File: src/rtl/spi_cmd_master_pkg.sv
// Shared SPI command frame definitions: command codes, payload lengths and
// helpers for building the serial frame. The register block uses the same set.
package spi_cmd_master_pkg;

  localparam int SPI_CMD_BITS    = 4;
  localparam int SPI_BUFFER_SIZE = 12;
  localparam int SPI_FRAME_MAX   = SPI_CMD_BITS + SPI_BUFFER_SIZE;

  typedef enum logic [3:0] {
    CMD_SKY    = 4'd0,
    CMD_FLOOR  = 4'd1,
    CMD_LEAK   = 4'd2,
    CMD_OTHER  = 4'd3,
    CMD_VSHIFT = 4'd4,
    CMD_VINF   = 4'd5
  } spi_cmd_e;

  localparam logic [3:0] LEN_SKY    = 4'd6;
  localparam logic [3:0] LEN_FLOOR  = 4'd6;
  localparam logic [3:0] LEN_LEAK   = 4'd6;
  localparam logic [3:0] LEN_OTHER  = 4'd12;
  localparam logic [3:0] LEN_VSHIFT = 4'd6;
  localparam logic [3:0] LEN_VINF   = 4'd1;

  typedef enum logic [2:0] {
    ST_IDLE,
    ST_SETUP,
    ST_HIGH,
    ST_LOW,
    ST_HOLD,
    ST_GAP
  } spi_state_e;

  // Payload length for a command; zero marks an invalid code.
  function automatic logic [3:0] spi_len(input logic [3:0] cmd);
    case (cmd)
      CMD_SKY:    return LEN_SKY;
      CMD_FLOOR:  return LEN_FLOOR;
      CMD_LEAK:   return LEN_LEAK;
      CMD_OTHER:  return LEN_OTHER;
      CMD_VSHIFT: return LEN_VSHIFT;
      CMD_VINF:   return LEN_VINF;
      default:    return 4'd0;
    endcase
  endfunction

  // MSB-aligned frame: command nibble, then the low LEN payload bits.
  function automatic logic [SPI_FRAME_MAX-1:0] spi_frame(input logic [3:0]  cmd,
                                                         input logic [11:0] data);
    logic [SPI_BUFFER_SIZE-1:0] d;
    d = data << (SPI_BUFFER_SIZE - int'(spi_len(cmd)));
    return {cmd, d};
  endfunction

endpackage

File: src/rtl/spi_cmd_master_phase_timer.sv
// Loadable down-counter pacing every SPI phase; tc_o is high on the last
// cycle of a SCLK_DIV-long phase.
module spi_phase_timer #(
  parameter int unsigned SCLK_DIV = 4
) (
  input  logic clk,
  input  logic reset,
  input  logic load_i,
  output logic tc_o
);

  localparam logic [7:0] RELOAD = 8'(SCLK_DIV - 1);

  logic [7:0] cnt_q, cnt_d;

  always_comb begin
    cnt_d = cnt_q;
    if (load_i)
      cnt_d = RELOAD;
    else if (cnt_q != 8'd0)
      cnt_d = cnt_q - 8'd1;
  end

  always_ff @(posedge clk) begin
    if (reset) cnt_q <= RELOAD;
    else       cnt_q <= cnt_d;
  end

  assign tc_o = (cnt_q == 8'd0);

endmodule

File: src/rtl/spi_cmd_master.sv
// Host-side SPI command transmitter: serialises a 4-bit command plus LEN
// payload bits, MSB first, with SCLK_DIV-paced setup/hold/gap phases.
module spi_cmd_master
  import spi_cmd_master_pkg::*;
#(
  parameter int unsigned SCLK_DIV = 4
) (
  input  logic        clk,
  input  logic        reset,
  input  logic        i_start,
  input  logic [3:0]  i_cmd,
  input  logic [11:0] i_data,
  output logic        o_busy,
  output logic        o_done,
  output logic        o_err,
  output logic        o_sclk,
  output logic        o_ss_n,
  output logic        o_mosi
);

  if (SCLK_DIV < 2 || SCLK_DIV > 255) begin : g_bad_div
    $error("spi_cmd_master: SCLK_DIV must be in 2..255");
  end

  spi_state_e state_q, state_d;

  logic [SPI_FRAME_MAX-2:0] sr_q, sr_d;   // bits still to send after the one on o_mosi
  logic [4:0]               bits_q, bits_d;
  logic sclk_q, sclk_d, ss_n_q, ss_n_d, mosi_q, mosi_d;
  logic busy_q, busy_d, done_q, done_d, err_q, err_d;

  logic                     tc, timer_load, accept, reject, last_bit;
  logic [3:0]               len_in;
  logic [SPI_FRAME_MAX-1:0] frame_in;

  assign len_in   = spi_len(i_cmd);
  assign frame_in = spi_frame(i_cmd, i_data);
  // The o_done cycle still reads as IDLE, so it must explicitly block starts.
  assign accept   = (state_q == ST_IDLE) && i_start && !done_q && (len_in != 4'd0);
  assign reject   = (state_q == ST_IDLE) && i_start && !done_q && (len_in == 4'd0);
  assign last_bit = (bits_q == 5'd1);
  assign timer_load = accept || ((state_q != ST_IDLE) && tc);

  spi_phase_timer #(.SCLK_DIV(SCLK_DIV)) u_timer (
    .clk    (clk),
    .reset  (reset),
    .load_i (timer_load),
    .tc_o   (tc)
  );

  always_ff @(posedge clk) begin
    if (reset) state_q <= ST_IDLE;
    else       state_q <= state_d;
  end

  always_comb begin
    state_d = state_q;
    case (state_q)
      ST_IDLE:  if (accept) state_d = ST_SETUP;
      ST_SETUP: if (tc) state_d = ST_HIGH;
      ST_HIGH:  if (tc) state_d = last_bit ? ST_HOLD : ST_LOW;
      ST_LOW:   if (tc) state_d = ST_HIGH;
      ST_HOLD:  if (tc) state_d = ST_GAP;
      ST_GAP:   if (tc) state_d = ST_IDLE;
      default:  state_d = ST_IDLE;
    endcase
  end

  always_comb begin
    sr_d   = sr_q;
    bits_d = bits_q;
    sclk_d = sclk_q;
    ss_n_d = ss_n_q;
    mosi_d = mosi_q;
    busy_d = busy_q;
    done_d = 1'b0;
    err_d  = 1'b0;
    case (state_q)
      ST_IDLE: begin
        if (accept) begin
          busy_d = 1'b1;
          ss_n_d = 1'b0;
          mosi_d = frame_in[SPI_FRAME_MAX-1];
          sr_d   = frame_in[SPI_FRAME_MAX-2:0];
          bits_d = 5'(len_in) + 5'(SPI_CMD_BITS);
        end else if (reject) begin
          done_d = 1'b1;
          err_d  = 1'b1;
        end
      end
      ST_SETUP: if (tc) sclk_d = 1'b1;
      ST_HIGH: begin
        if (tc) begin
          sclk_d = 1'b0;
          if (!last_bit) begin
            mosi_d = sr_q[SPI_FRAME_MAX-2];
            sr_d   = {sr_q[SPI_FRAME_MAX-3:0], 1'b0};
            bits_d = bits_q - 5'd1;
          end
        end
      end
      ST_LOW: if (tc) sclk_d = 1'b1;
      ST_HOLD: begin
        if (tc) begin
          ss_n_d = 1'b1;
          mosi_d = 1'b0;
        end
      end
      ST_GAP: begin
        if (tc) begin
          busy_d = 1'b0;
          done_d = 1'b1;
        end
      end
      default: ;
    endcase
  end

  always_ff @(posedge clk) begin
    if (reset) begin
      sr_q   <= '0;
      bits_q <= '0;
      sclk_q <= 1'b0;
      ss_n_q <= 1'b1;
      mosi_q <= 1'b0;
      busy_q <= 1'b0;
      done_q <= 1'b0;
      err_q  <= 1'b0;
    end else begin
      sr_q   <= sr_d;
      bits_q <= bits_d;
      sclk_q <= sclk_d;
      ss_n_q <= ss_n_d;
      mosi_q <= mosi_d;
      busy_q <= busy_d;
      done_q <= done_d;
      err_q  <= err_d;
    end
  end

  assign o_sclk = sclk_q;
  assign o_ss_n = ss_n_q;
  assign o_mosi = mosi_q;
  assign o_busy = busy_q;
  assign o_done = done_q;
  assign o_err  = err_q;

endmodule
File: config.mk
export PLATFORM = sky130hd
export DESIGN_NAME = spi_cmd_master
export DESIGN_NICKNAME = d
export VERILOG_FILES = /design/src/rtl/spi_cmd_master_pkg.sv /design/src/rtl/spi_cmd_master_phase_timer.sv /design/src/rtl/spi_cmd_master.sv
export SDC_FILE = /design/constraint.sdc
export NUM_CORES = 1
export LEC_CHECK = 0
export CAP_MARGIN = 20
export CORE_UTILIZATION = 61
export DETAILED_ROUTE_END_ITERATION = 8
export GPL_ROUTABILITY_DRIVEN = 1
export PLACE_DENSITY = 0.94
export SLEW_MARGIN = 5
export SYNTH_ARGS = -nofsm -noshare
export SYNTH_HDL_FRONTEND = slang
export SYNTH_HIERARCHICAL = 1
export SYNTH_SLANG_ARGS = --single-unit
File: constraint.sdc
create_clock -name clk -period 8.1 [get_ports clk]
set_input_delay 1.62 -clock clk [delete_from_list [all_inputs] [get_ports clk]]
set_output_delay 1.62 -clock clk [all_outputs]
set_load 0.03 [all_outputs]
==> impl_metrics.env, run 1 <==
export IMPL_antenna_found_initial=0
export IMPL_cap_viol_max_count=0
export IMPL_setup_ws_ps=3181
export IMPL_yosys_top_cells_count="dfxtp_1, nand2_1, a21oi_1"
export IMPL_synth_flop_cell="dfxtp_1"
export IMPL_grt_pass1_wl_um=9591
export IMPL_cts_setup_buffers=0
export IMPL_required_ps=8310
export IMPL_multiInputGateArea_um2=1518
export IMPL_setup_tns_ps=0
export IMPL_relSlewSlack=0.2082
export IMPL_muxShareOfSynthArea=0.008795
export IMPL_r2r_start="u_timer/cnt_q[1]"
export IMPL_numPortBuffers=24
export IMPL_fin_crit_ps=4919
export IMPL_maxClockFrequency_mhz=203.3
export IMPL_crit_fanout=28
export IMPL_root_buffer="clkbuf_8"
export IMPL_via_count=2387
export IMPL_cts_sinks=37
export IMPL_syn_nets=317
export IMPL_drt_wl_total_um=5848
export IMPL_drtIter0Drc=296
export IMPL_cp_end_kind="flop"
export IMPL_dp_slack_ps=2967
export IMPL_setup_viol=0
export IMPL_yosysSeqAreaShare=0.3063
export IMPL_yosys_area_share_simple=0.2550
export IMPL_slew_violations=0
export IMPL_tritoncts="yes"
export IMPL_synthTopCellsByArea="dfxtp_1, a21oi_1, nand2_1"
export IMPL_initial_core_util=0.6461
export IMPL_dieArea_um2=4220
export IMPL_outcome="completed"
export IMPL_synth_area_um2=2419
export IMPL_ant_nets=0
export IMPL_syn_inst=293
export IMPL_grt_pass1_vias=2160
export IMPL_min_to="o_sclk"
export IMPL_reg2regPathDepth=9
export IMPL_drc=0
export IMPL_detailed_place_hpwl_um=3882
export IMPL_crit_arrival_ps=5130
export IMPL_fin_skew_ps=7.467
export IMPL_hold_class="reg -> reg"
export IMPL_clk_path_buf_depth=2
export IMPL_synth_cell_types=72
export IMPL_ios=25
export IMPL_synth_top_family_by_area="compound AO/OA/AOI/OAI gates"
export IMPL_ys_ff_latch=37
export IMPL_ys_warn_count=6
export IMPL_place_congestion=0.9220
export IMPL_synth_top_area_share=0.3063
export IMPL_clk_pin_slew_worst_paths_ps=80
export IMPL_r2r_setup_slack_ps=4360
export IMPL_final_nets=328
export IMPL_hold_viol_final=0
export IMPL_min_period_over_period=0.6073
export IMPL_firstDrtPassIters=7
export IMPL_htreeDepth=2
export IMPL_cts_hold_buffers=0
export IMPL_syn_area_per_cell_um2=8.255
export IMPL_rsz0062_at_grt="no"
export IMPL_synth_xor_area_frac=0.003621
export IMPL_worst_pin_slew_ps=1183
export IMPL_wl_per_cell_um=16.57
export IMPL_synthAdderAreaFrac=0.03001
export IMPL_die_h_um=64.97
export IMPL_seq_area_um2=740.7
export IMPL_hp_start="o_sclk"
export IMPL_globalRouteTotalUtil=0.2934
export IMPL_synth_compound_area_share=0.3301
export IMPL_core_area_um2=3744
export IMPL_synth_most_common_cell="dfxtp_1"
export IMPL_rows=22
export IMPL_num_fill_cells=289
export IMPL_power_leakage_nw=0.9699
export IMPL_critPathLaunchType="input port"
export IMPL_insertion_delay_ps=300
export IMPL_reg2reg_to="sr_q[11]"
export IMPL_diodes=0
export IMPL_drive_gt1_frac=0.1115
export IMPL_cts_resized=0
export IMPL_vias_per_cell=6.762
export IMPL_grt_overflow=0
export IMPL_vdd_drop_max_uv=149.1
export IMPL_crit_type="in -> reg"
export IMPL_grt_max_degree=34
export IMPL_async_reset_ff_frac=0
export IMPL_p_per_area_nw_per_um2=187.1
export IMPL_synth_edf_count=0
export IMPL_whs_path_depth=2
export IMPL_synth_top_area_cell="dfxtp_1"
export IMPL_tritoncts_num_buffers=5
export IMPL_die_w_um=64.97
export IMPL_area_growth_pct=13.45
-- per-stage QoR --
step	total power [mW]	cells	util	area (um2)	hold slack [ps]
5_1_grt	0.5355	353	0.7330	2744	498.5
3_5_place_dp	0.3227	345	0.6972	2610	470.5
6_report	0.5134	353	0.7330	2744	484.5
4_1_cts	0.5122	353	0.7330	2744	482.7
3_3_place_gp	0.3204	345	0.6972	2610	456.8
2_1_floorplan	0.2930	293	-	2419	443.2
-- cell usage in the layout (no fill, tap or decap), types with 5 or more instances in the layout --
| cell | instances |
|---|---|
| a311oi_1 | 5 |
| dfxtp_1 | 37 |
| nor2_1 | 24 |
| ha_1 | 5 |
| clkdlybuf4s50_1 | 24 |
| a32oi_1 | 5 |
| a221oi_1 | 6 |
| nor3_1 | 14 |
| inv_1 | 9 |
| clkbuf_8 | 5 |
| nand2_1 | 28 |
| a21oi_1 | 25 |
| and3_1 | 6 |
| a211oi_1 | 10 |
| o21ai_0 | 10 |
| o211ai_1 | 8 |
| nand3_1 | 6 |
-- layout make-up --
| type | count | area share |
|---|---|---|
| clock buffers | 5 | 0.02508 |
| clock inverters | 3 | 0.02371 |
| inverters | 11 | 0.01596 |
| multi-input cells | 224 | 0.5531 |
| flip-flops and latches | 37 | 0.2699 |
| well taps | 48 | 0.02189 |
| repair buffers | 25 | 0.09029 |
-- routing by layer --
layer / vias to the layer above / global-route usage / wire length [um]
li1: 1148 / - / -
met1: 1112 / 0.3804 / 2611
met2: 116 / 0.4609 / 2697
met3: 11 / 0.07218 / 451
met4: 0 / 0.1194 / 87
met5: - / 0 / 0
-- logic make-up after synthesis --
kind of cell / count (synthesis)
muxes: 2
DFF: 37
xor gates and xnor gates: 1
and+or+nand+nor: 111
AOI/OAI and AO/OA: 104
adders and majority gates: 6
buffers and inverters: 32
-- sequential cells by signal, indices dropped and copies added (netlist names) --
| register | count |
|---|---|
| o_sclk | 1 |
| sr_q | 15 |
| o_busy | 1 |
| o_err | 1 |
| u_timer/cnt_q | 8 |
| state_q | 3 |
| o_mosi | 1 |
| bits_q | 5 |
| o_done | 1 |
| o_ss_n | 1 |
-- how the worst max path moves through the flow --
| stage | from | to | slack [ps] | depth (start not counted) |
|---|---|---|---|---|
| 2_1_floorplan | i_cmd[1] | u_timer/cnt_q[7] | 4260 | 15 |
| 6_report | i_cmd[1] | sr_q[11] | 3180 | 12 |
| 4_1_cts | i_cmd[1] | sr_q[11] | 3260 | 12 |
| 3_3_place_gp | i_cmd[1] | sr_q[11] | 3160 | 12 |
| 3_5_place_dp | i_cmd[1] | sr_q[11] | 2970 | 12 |
| 5_1_grt | i_cmd[1] | sr_q[11] | 2940 | 12 |
-- where the power goes --
| part | switching [mW] | internal (mW) | total [mW] |
|---|---|---|---|
| logic | 0.0673 | 0.0474 | 0.115 |
| clock network | 0.0678 | 0.122 | 0.190 |
| registers | 0.0125 | 0.196 | 0.209 |
-- critical path, cell delays in order --
cell and delay [ps]:
clkdlybuf4s50_1 530, o21ai_1 220, and2_1 280, inv_2 100
a21oi_1 320, inv_1 90, ha_1 460, a211oi_2 300
o2bb2ai_2 500, nand3b_1 140, a311o_1 310, o32ai_2 250
Note: power is estimated with default switching activity, not from simulation.
==> inputs of run 2 (changes only) <==
--- a/config.mk
+++ b/config.mk
@@ -6,10 +6,10 @@
 export NUM_CORES = 1
 export LEC_CHECK = 0
 export CAP_MARGIN = 20
-export CORE_UTILIZATION = 61
+export CORE_UTILIZATION = 51
 export DETAILED_ROUTE_END_ITERATION = 8
 export GPL_ROUTABILITY_DRIVEN = 1
-export PLACE_DENSITY = 0.94
+export PLACE_DENSITY = 0.85
 export SLEW_MARGIN = 5
 export SYNTH_ARGS = -nofsm -noshare
 export SYNTH_HDL_FRONTEND = slang
==> constraint.sdc (replaced) <==
create_clock -name clk -period 4.3 [get_ports clk]
set_input_delay 0.86 -clock clk [delete_from_list [all_inputs] [get_ports clk]]
set_output_delay 0.86 -clock clk [all_outputs]
set_load 0.03 [all_outputs]
==> impl_metrics.env, run 2 (synthesis results as in run 1) <==
export IMPL_drc=0
export IMPL_required_ps=4500
export IMPL_layout_commonest_cell="dfxtp_1"
export IMPL_place_congestion=0.9590
export IMPL_cts_resized=0
export IMPL_grt_pass1_vias=2244
export IMPL_min_period_over_period=0.8375
export IMPL_grt_max_degree=26
export IMPL_numPortBuffers=24
export IMPL_detailed_place_hpwl_um=4301
export IMPL_diodes=0
export IMPL_rows=24
export IMPL_outcome="completed"
export IMPL_cts_sinks=37
export IMPL_worst_pin_slew_ps=770.8
export IMPL_via_count=2425
export IMPL_hold_viol_final=0
export IMPL_num_fill_cells=373
export IMPL_vias_per_cell=6.662
export IMPL_ant_nets=0
export IMPL_power_leakage_nw=0.9808
export IMPL_hold_class="reg -> reg"
export IMPL_p_per_area_nw_per_um2=310.4
export IMPL_reg_top3="sr_q: 15 flops, u_timer/cnt_q: 8 flops, bits_q: 5 flops"
export IMPL_vdd_drop_max_uv=296.0
export IMPL_regMostFlops="sr_q"
export IMPL_area_growth_pct=13.86
export IMPL_placed_cells=356
export IMPL_rsz0062_at_grt="no"
export IMPL_fin_skew_ps=9.052
export IMPL_instances_no_fill=364
export IMPL_initial_core_util=0.5442
export IMPL_wl_per_cell_um=17.01
export IMPL_antenna_found_initial=0
export IMPL_tritoncts_num_buffers=5
export IMPL_ios=25
export IMPL_crit_fanout=25
export IMPL_tritoncts="yes"
export IMPL_dieArea_um2=5022
export IMPL_setup_viol=0
export IMPL_drt_wl_total_um=6192
export IMPL_crit_type="in -> reg"
export IMPL_slew_violations=0
export IMPL_grt_pass1_wl_um=10480
export IMPL_mostFrequentLayoutCells="dfxtp_1, nand2_1, a21oi_1"
export IMPL_cp_end_kind="flop"
export IMPL_core_area_um2=4444
export IMPL_setup_tns_ps=0
export IMPL_insertion_delay_ps=290
export IMPL_relSlewSlack=0.4854
export IMPL_critPathLaunchType="input port"
export IMPL_crit_arrival_ps=3800
export IMPL_multiInputGateArea_um2=1518
export IMPL_cts_hold_buffers=0
export IMPL_seq_area_um2=740.7
export IMPL_htreeDepth=2
export IMPL_die_w_um=70.87
export IMPL_cts_setup_buffers=0
export IMPL_drtIter0Drc=340
export IMPL_clk_path_buf_depth=2
export IMPL_maxClockFrequency_mhz=277.7
export IMPL_largest_reg_flops=15
export IMPL_cap_viol_max_count=0
export IMPL_firstDrtPassIters=5
export IMPL_grt_overflow=0
export IMPL_drive_gt1_frac=0.1314
export IMPL_clk_pin_slew_worst_paths_ps=70
export IMPL_die_h_um=70.87
export IMPL_globalRouteTotalUtil=0.2578
export IMPL_root_buffer="clkbuf_8"
export IMPL_fin_crit_ps=3601
export IMPL_final_nets=335
run 2: path summary, 6_finish.rpt:
kind / startpoint / to / slack, ps / cells past startpoint
setup reg to reg: u_timer/cnt_q[0] / sr_q[8] / 1480 / 10
setup / recovery: i_cmd[1] / sr_q[8] / 700 / 12
hold reg to reg: o_sclk / o_sclk / 480 / 2
hold / removal: o_sclk / o_sclk / 480 / 2
run 2: critical path: stages:
cell,delay (ps)
clkdlybuf4s50_1,530
o21ai_1,200
and2_1,290
inv_2,100
a21oi_1,190
inv_1,70
ha_1,330
a211oi_2,250
o2bb2ai_2,200
buf_4,320
o221ai_1,150
o32ai_1,290
run 2: final cells by class:
cell class,count,area share
sequential,37,0.2690
timing repair buffer,32,0.1090
clock inverter,3,0.006361
inverter,11,0.01590
tap,52,0.02363
multi-input combinational,224,0.5511
clock buffer,5,0.02499
run 2: power breakdown:
part / internal, mW / switching (mW)
sequential: 0.369 / 0.0242
clock: 0.112 / 0.127
combinational: 0.0941 / 0.129
run 2: per-stage QoR:
step                      hold slack, ps  setup slack, ps  area (um2)    util  power [mW]
after global placement             453.0            612.2        2668  0.6002      0.6128
after global routing               523.1            440.3        2754  0.6197      0.8973
after detailed placement           465.0            445.9        2668  0.6002      0.6166
after floorplan                    443.2             1224        2419       -      0.5519
after CTS                          478.1            751.0        2754  0.6197      0.8522
final                              475.4            698.9        2754  0.6197      0.8549
run 2: layer usage:
metal	share of wire	GRT usage	up-vias
met2	0.46	0.4113	121
met1	0.46	0.3632	1130
met4	0.013	0.07333	0
li1	-	-	1155
met3	0.069	0.03846	19
met5	0	0	-
==> inputs of run 3 (changes only) <==
--- a/config.mk
+++ b/config.mk
@@ -6,10 +6,10 @@
 export NUM_CORES = 1
 export LEC_CHECK = 0
 export CAP_MARGIN = 20
-export CORE_UTILIZATION = 51
+export CORE_UTILIZATION = 57
 export DETAILED_ROUTE_END_ITERATION = 8
 export GPL_ROUTABILITY_DRIVEN = 1
-export PLACE_DENSITY = 0.85
+export PLACE_DENSITY = 0.89
 export SLEW_MARGIN = 5
 export SYNTH_ARGS = -nofsm -noshare
 export SYNTH_HDL_FRONTEND = slang
==> constraint.sdc (replaced) <==
create_clock -name clk -period 3.65 [get_ports clk]
set_input_delay 0.73 -clock clk [delete_from_list [all_inputs] [get_ports clk]]
set_output_delay 0.73 -clock clk [all_outputs]
set_load 0.03 [all_outputs]
==> impl_metrics.env, run 3 (synthesis results as in run 1) <==
export IMPL_cts_setup_buffers=0
export IMPL_outcome="completed"
export IMPL_grt_overflow=0
export IMPL_vias_per_cell=6.692
export IMPL_cp_end_kind="flop"
export IMPL_hold_class="reg -> reg"
export IMPL_drtIter0Drc=365
export IMPL_power_frac_comb=0.256
export IMPL_grt_pass1_wl_um=10420
export IMPL_swShare=0.3293
export IMPL_clk_path_buf_depth=2
export IMPL_firstDrtPassIters=4
export IMPL_p_per_area_nw_per_um2=374.2
export IMPL_crit_arrival_ps=3380
export IMPL_num_fill_cells=318
export IMPL_antenna_found_initial=0
export IMPL_reg_top3="sr_q: 15 flops, u_timer/cnt_q: 8 flops, bits_q: 5 flops"
export IMPL_dieArea_um2=4508
export IMPL_top_usage_layer="met2"
export IMPL_fin_crit_ps=3178
export IMPL_p_seq_frac=0.443
export IMPL_met1_usage=0.4159
export IMPL_hold_viol_final=0
export IMPL_drt_wl_total_um=6346
export IMPL_rows=23
export IMPL_relSlewSlack=0.4376
export IMPL_regMostFlops="sr_q"
export IMPL_dp_slack_ps=251.2
export IMPL_worst_pin_slew_ps=842.4
export IMPL_min_to="sr_q[0]"
export IMPL_met3_usage=0.06926
export IMPL_crit_fanout=6
export IMPL_layout_commonest_cell="dfxtp_1"
export IMPL_internal_power_uw=702.5
export IMPL_die_h_um=67.14
export IMPL_grt_use_met2=0.4738
export IMPL_core_area_um2=4029
export IMPL_numPortBuffers=24
export IMPL_crit_type="in -> reg"
export IMPL_cap_viol_max_count=0
export IMPL_mostFrequentLayoutCells="dfxtp_1, nand2_1, a21oi_1"
export IMPL_maxClockFrequency_mhz=314.6
export IMPL_whs_path_depth=2
export IMPL_setup_ws_ps=471.8
export IMPL_root_buffer="clkbuf_8"
export IMPL_tritoncts="yes"
export IMPL_power_leakage_nw=1.013
export IMPL_ant_nets=0
export IMPL_required_ps=3860
export IMPL_htreeDepth=2
export IMPL_cts_sinks=37
export IMPL_fin_skew_ps=10.84
export IMPL_reg2regPathDepth=10
export IMPL_wl_per_cell_um=17.29
export IMPL_slew_violations=0
export IMPL_diodes=0
export IMPL_clk_pin_slew_worst_paths_ps=80
export IMPL_hp_start="sr_q[0]"
export IMPL_insertion_delay_ps=300
export IMPL_largest_reg_flops=15
export IMPL_drc=0
export IMPL_detailed_place_hpwl_um=4458
export IMPL_tritoncts_num_buffers=5
export IMPL_setup_tns_ps=0
export IMPL_critPathLaunchType="input port"
export IMPL_die_w_um=67.14
export IMPL_grt_max_degree=23
export IMPL_seq_area_um2=740.7
export IMPL_initial_core_util=0.6003
export IMPL_setup_viol=0
export IMPL_min_period_over_period=0.8707
export IMPL_clkPwrFrac=0.301
export IMPL_r2r_setup_slack_ps=680
export IMPL_via_count=2456
export IMPL_reg2reg_to="bits_q[2]"
export IMPL_globalRouteTotalUtil=0.3060
export IMPL_cts_hold_buffers=0
export IMPL_drive_gt1_frac=0.1451
export IMPL_area_growth_pct=15.73
export IMPL_r2r_start="u_timer/cnt_q[0]"
export IMPL_switching_power_uw=344.9
export IMPL_cts_resized=0
export IMPL_vdd_drop_max_uv=226.8
export IMPL_final_nets=340
export IMPL_ios=25
export IMPL_place_congestion=0.9512
export IMPL_rsz0062_at_grt="no"
export IMPL_multiInputGateArea_um2=1518
export IMPL_grt_pass1_vias=2215
-- run 3: cell types whose count changed in the layout (fill, tap and decap cells not counted), sizes merged --
cell and delta:
clkbuf +1, clkinvlp -1, buf +5
-- run 3: worst max-delay path, cell delays in order --
cell and delay [ps]:
clkdlybuf4s50_1 530, inv_1 120, and2_1 180, inv_2 90, a21oi_1 60, inv_1 60
ha_1 260, nor3b_1 80, o211ai_1 440, a22oi_1 170, a311o_1 400, o32ai_2 250
-- run 3: power by group through the flow --
stage / Combinational (mW) / Sequential (mW) / Clock (mW)
6_report: 0.268 / 0.464 / 0.315
3_5_place_dp: 0.260 / 0.473 / 0
5_1_grt: 0.293 / 0.467 / 0.328
2_1_floorplan: 0.178 / 0.472 / 0
3_3_place_gp: 0.255 / 0.471 / 0
4_1_cts: 0.262 / 0.463 / 0.315
-- run 3: how the worst max path moves through the flow --
stage,start,end,slack [ps],cells past startpoint
3_3_place_gp,i_cmd[3],sr_q[11],330,12
6_report,i_cmd[3],sr_q[11],470,12
2_1_floorplan,i_cmd[1],u_timer/cnt_q[7],700,15
4_1_cts,i_cmd[3],sr_q[11],540,12
3_5_place_dp,i_cmd[3],sr_q[11],250,12
5_1_grt,i_cmd[3],bits_q[2],310,13
-- run 3: routing by layer --
layer	vias up	part of all wire
met2	106	0.46
li1	1167	-
met3	12	0.075
met1	1171	0.45
met4	0	0.017
met5	-	0
-- run 3: final cells by class --
cell class / count / area share
clock buffer: 6 / 0.02950
clock inverter: 2 / 0.004917
inverter: 11 / 0.01565
multi-input combinational: 224 / 0.5422
sequential: 37 / 0.2646
tap: 50 / 0.02235
timing repair buffer: 37 / 0.1207
-- run 3: per-stage QoR --
stage          power [mW]  area [um2]  hold WS (ps)  utilization  instances
2_1_floorplan      0.6501        2419         443.2            -        293
3_3_place_gp       0.7260        2703         455.5       0.6708        359
3_5_place_dp       0.7321        2703         461.8       0.6708        359
4_1_cts             1.040        2799         471.7       0.6947        367
5_1_grt             1.088        2799         501.8       0.6947        367
6_report            1.047        2799         470.7       0.6947        367
==> RTL change (settings of run 3) <==
Encoding of `spi_state_e`: now one-hot (6 bits for 6 states).
--- a/src/rtl/spi_cmd_master_pkg.sv
+++ b/src/rtl/spi_cmd_master_pkg.sv
@@ -22,13 +22,13 @@
   localparam logic [3:0] LEN_VSHIFT = 4'd6;
   localparam logic [3:0] LEN_VINF   = 4'd1;
 
-  typedef enum logic [2:0] {
-    ST_IDLE,
-    ST_SETUP,
-    ST_HIGH,
-    ST_LOW,
-    ST_HOLD,
-    ST_GAP
+  typedef enum logic [5:0] {
+    ST_IDLE  = 6'b000001,
+    ST_SETUP = 6'b000010,
+    ST_HIGH  = 6'b000100,
+    ST_LOW   = 6'b001000,
+    ST_HOLD  = 6'b010000,
+    ST_GAP   = 6'b100000
   } spi_state_e;
 
   // Payload length for a command; zero marks an invalid code.
Behaviour: same outputs for any inputs over 10 cycles, from zero or initial values and one cycle with reset high; not proved beyond that.
==> RTL change against run 3 <==
- first-iteration DRC count shrank 25%
- routed wire length grew 9.7%
- power grew 8.2%
- via count grew 12%
- design area grew 7.0%
- die area grew 6.1%
- synthesized area grew 6.3%
- count of clock-buffer cells in the layout grew 2
- largest cell class unchanged
- non-clock buffer count grew 6
- critical path depth grew 1
- sequential cell count grew 3
- worst setup slack lost 0.024 ns
==> RTL change: results (changes against run 3) <==
Parameter                              Value

Outcome
  Status ... completed

Logic synthesis
  Top post-synthesis cells by area ... sky130_fd_sc_hd__dfxtp_1 31%, sky130_fd_sc_hd__a21oi_1 6.4%, sky130_fd_sc_hd__nor2_1 4.8%
  Net Count, Synth ... 345 (+8.8%)
  Most numerous cell types in the synthesized netlist ... 40 x sky130_fd_sc_hd__dfxtp_1, 33 x sky130_fd_sc_hd__a21oi_1, 33 x sky130_fd_sc_hd__nor2_1
  Register area share after synthesis ... 31.14% (+0.52 points)
  Unique masters post-synth ... 66 (-8.3%)

Setup path
  Maximum fanout count along the critical path ... 8 (+2)
  Register-to-Register Path Depth ... 12 (+2)
  Critical path origin ... i_cmd[1]
  Reg-to-reg setup timing slack ... 0.75 ns (+0.07 ns)
  Beginning of the worst register-to-register path ... u_timer/cnt_q[1]
  Critical R2R Capture ... sr_q[6]

Timing
  Final worst clock skew ... 0.006776 ns (-0.004064 ns)
  Actual transition at the worst max-transition pin ... 0.8200 ns (-0.02246 ns)

Global route
  Number of global-route vias before repair ... 2528 (+14%)
  Pin count of the biggest net entering global routing ... 20 (-13%)

Placement
  Post-Place Cell Area ... 2905 µm² (+7.5%)
  DPL Wire Length ... 5.056 mm (+13%)

Routing
  Length of the first detailed-routing pass in iterations ... 6 (+2)
  Initial DRC count ... 275 (-25%)
  Drt total wl ... 6.959 mm (+9.7%)

Pwr
  Switching share of power ... 32.36% (-0.57 points)
  Leakage power ... 0.001078 µW (+6.4%)

Final layout
  Largest registers ... sr_q x15, u_timer/cnt_q x8, state_q x6
  Fill cell count ... 357 (+12%)
==> RTL change: metal layers <==
metal	global-route usage [%]	wire length (µm)	vias up
met4	15.65	284	0
met5	0	0	-
met2	47.57	3221	194
met1	37.71	2819	1248
met3	5.556	633	34
li1	-	-	1281
==> RTL change: worst max-delay path by stage <==
stage                        to  slack [ns]
6_report                sr_q[6]        0.45
5_1_grt                 sr_q[6]        0.10
4_1_cts                 sr_q[6]        0.46
3_5_place_dp   u_timer/cnt_q[7]        0.19
3_3_place_gp            sr_q[9]        0.32
2_1_floorplan  u_timer/cnt_q[7]        0.38
==> RTL change: power by group through the flow <==
stage | logic [µW] | clock network [µW] | registers, µW
6_report | 320 | 308 | 506
5_1_grt | 346 | 328 | 510
4_1_cts | 313 | 307 | 505
3_5_place_dp | 309 | 0 | 515
3_3_place_gp | 298 | 0 | 512
2_1_floorplan | 207 | 0 | 517
==> RTL change: layout make-up <==
cell class	count	area, µm²	area share [%]
multi-input cells	244	1604	53.55
flip-flops and latches	40	800.8	26.73
repair buffers	43	382.9	12.78
clock buffers	8	90.09	3.008
well taps	52	65.06	2.172
inverters	14	52.55	1.754
==> RTL change: critical path: stages <==
cell and delay [ns]:
sky130_fd_sc_hd__clkdlybuf4s50_1 0.41, sky130_fd_sc_hd__o21ai_0 0.21, sky130_fd_sc_hd__nor2b_1 0.19, sky130_fd_sc_hd__inv_1 0.07, sky130_fd_sc_hd__a21oi_1 0.15, sky130_fd_sc_hd__inv_1 0.06, sky130_fd_sc_hd__ha_1 0.20, sky130_fd_sc_hd__and2_1 0.19
sky130_fd_sc_hd__nor4b_4 0.35, sky130_fd_sc_hd__nor2_1 0.21, sky130_fd_sc_hd__buf_4 0.21, sky130_fd_sc_hd__a221oi_1 0.26, sky130_fd_sc_hd__a211oi_1 0.13
==> RTL change: through the flow <==
stage | worst slack, ns | total power [µW] | utilization, % | std cells
after floorplan | 0.3756 | 724.5 | - | 321
after global placement | 0.3231 | 810.7 | 66.72 | 393
after detailed placement | 0.1912 | 824.2 | 66.72 | 393
after CTS | 0.4603 | 1125 | 68.79 | 401
after global routing | 0.1047 | 1184 | 68.79 | 401
final | 0.4475 | 1133 | 68.79 | 401
==> RTL change: kinds of logic (layout without fill, tap and decap cells) <==
family,after synthesis,count (layout),synth area share (%)
and+or+nand+nor,118,118,25.16
AOI/OAI and AO/OA,114,114,31.48
DFF,40,40,31.14
buffers and inverters,37,65,6.715
adders and majority gates,6,6,2.822
xor gates and xnor gates,3,3,1.022
muxes,3,3,1.654
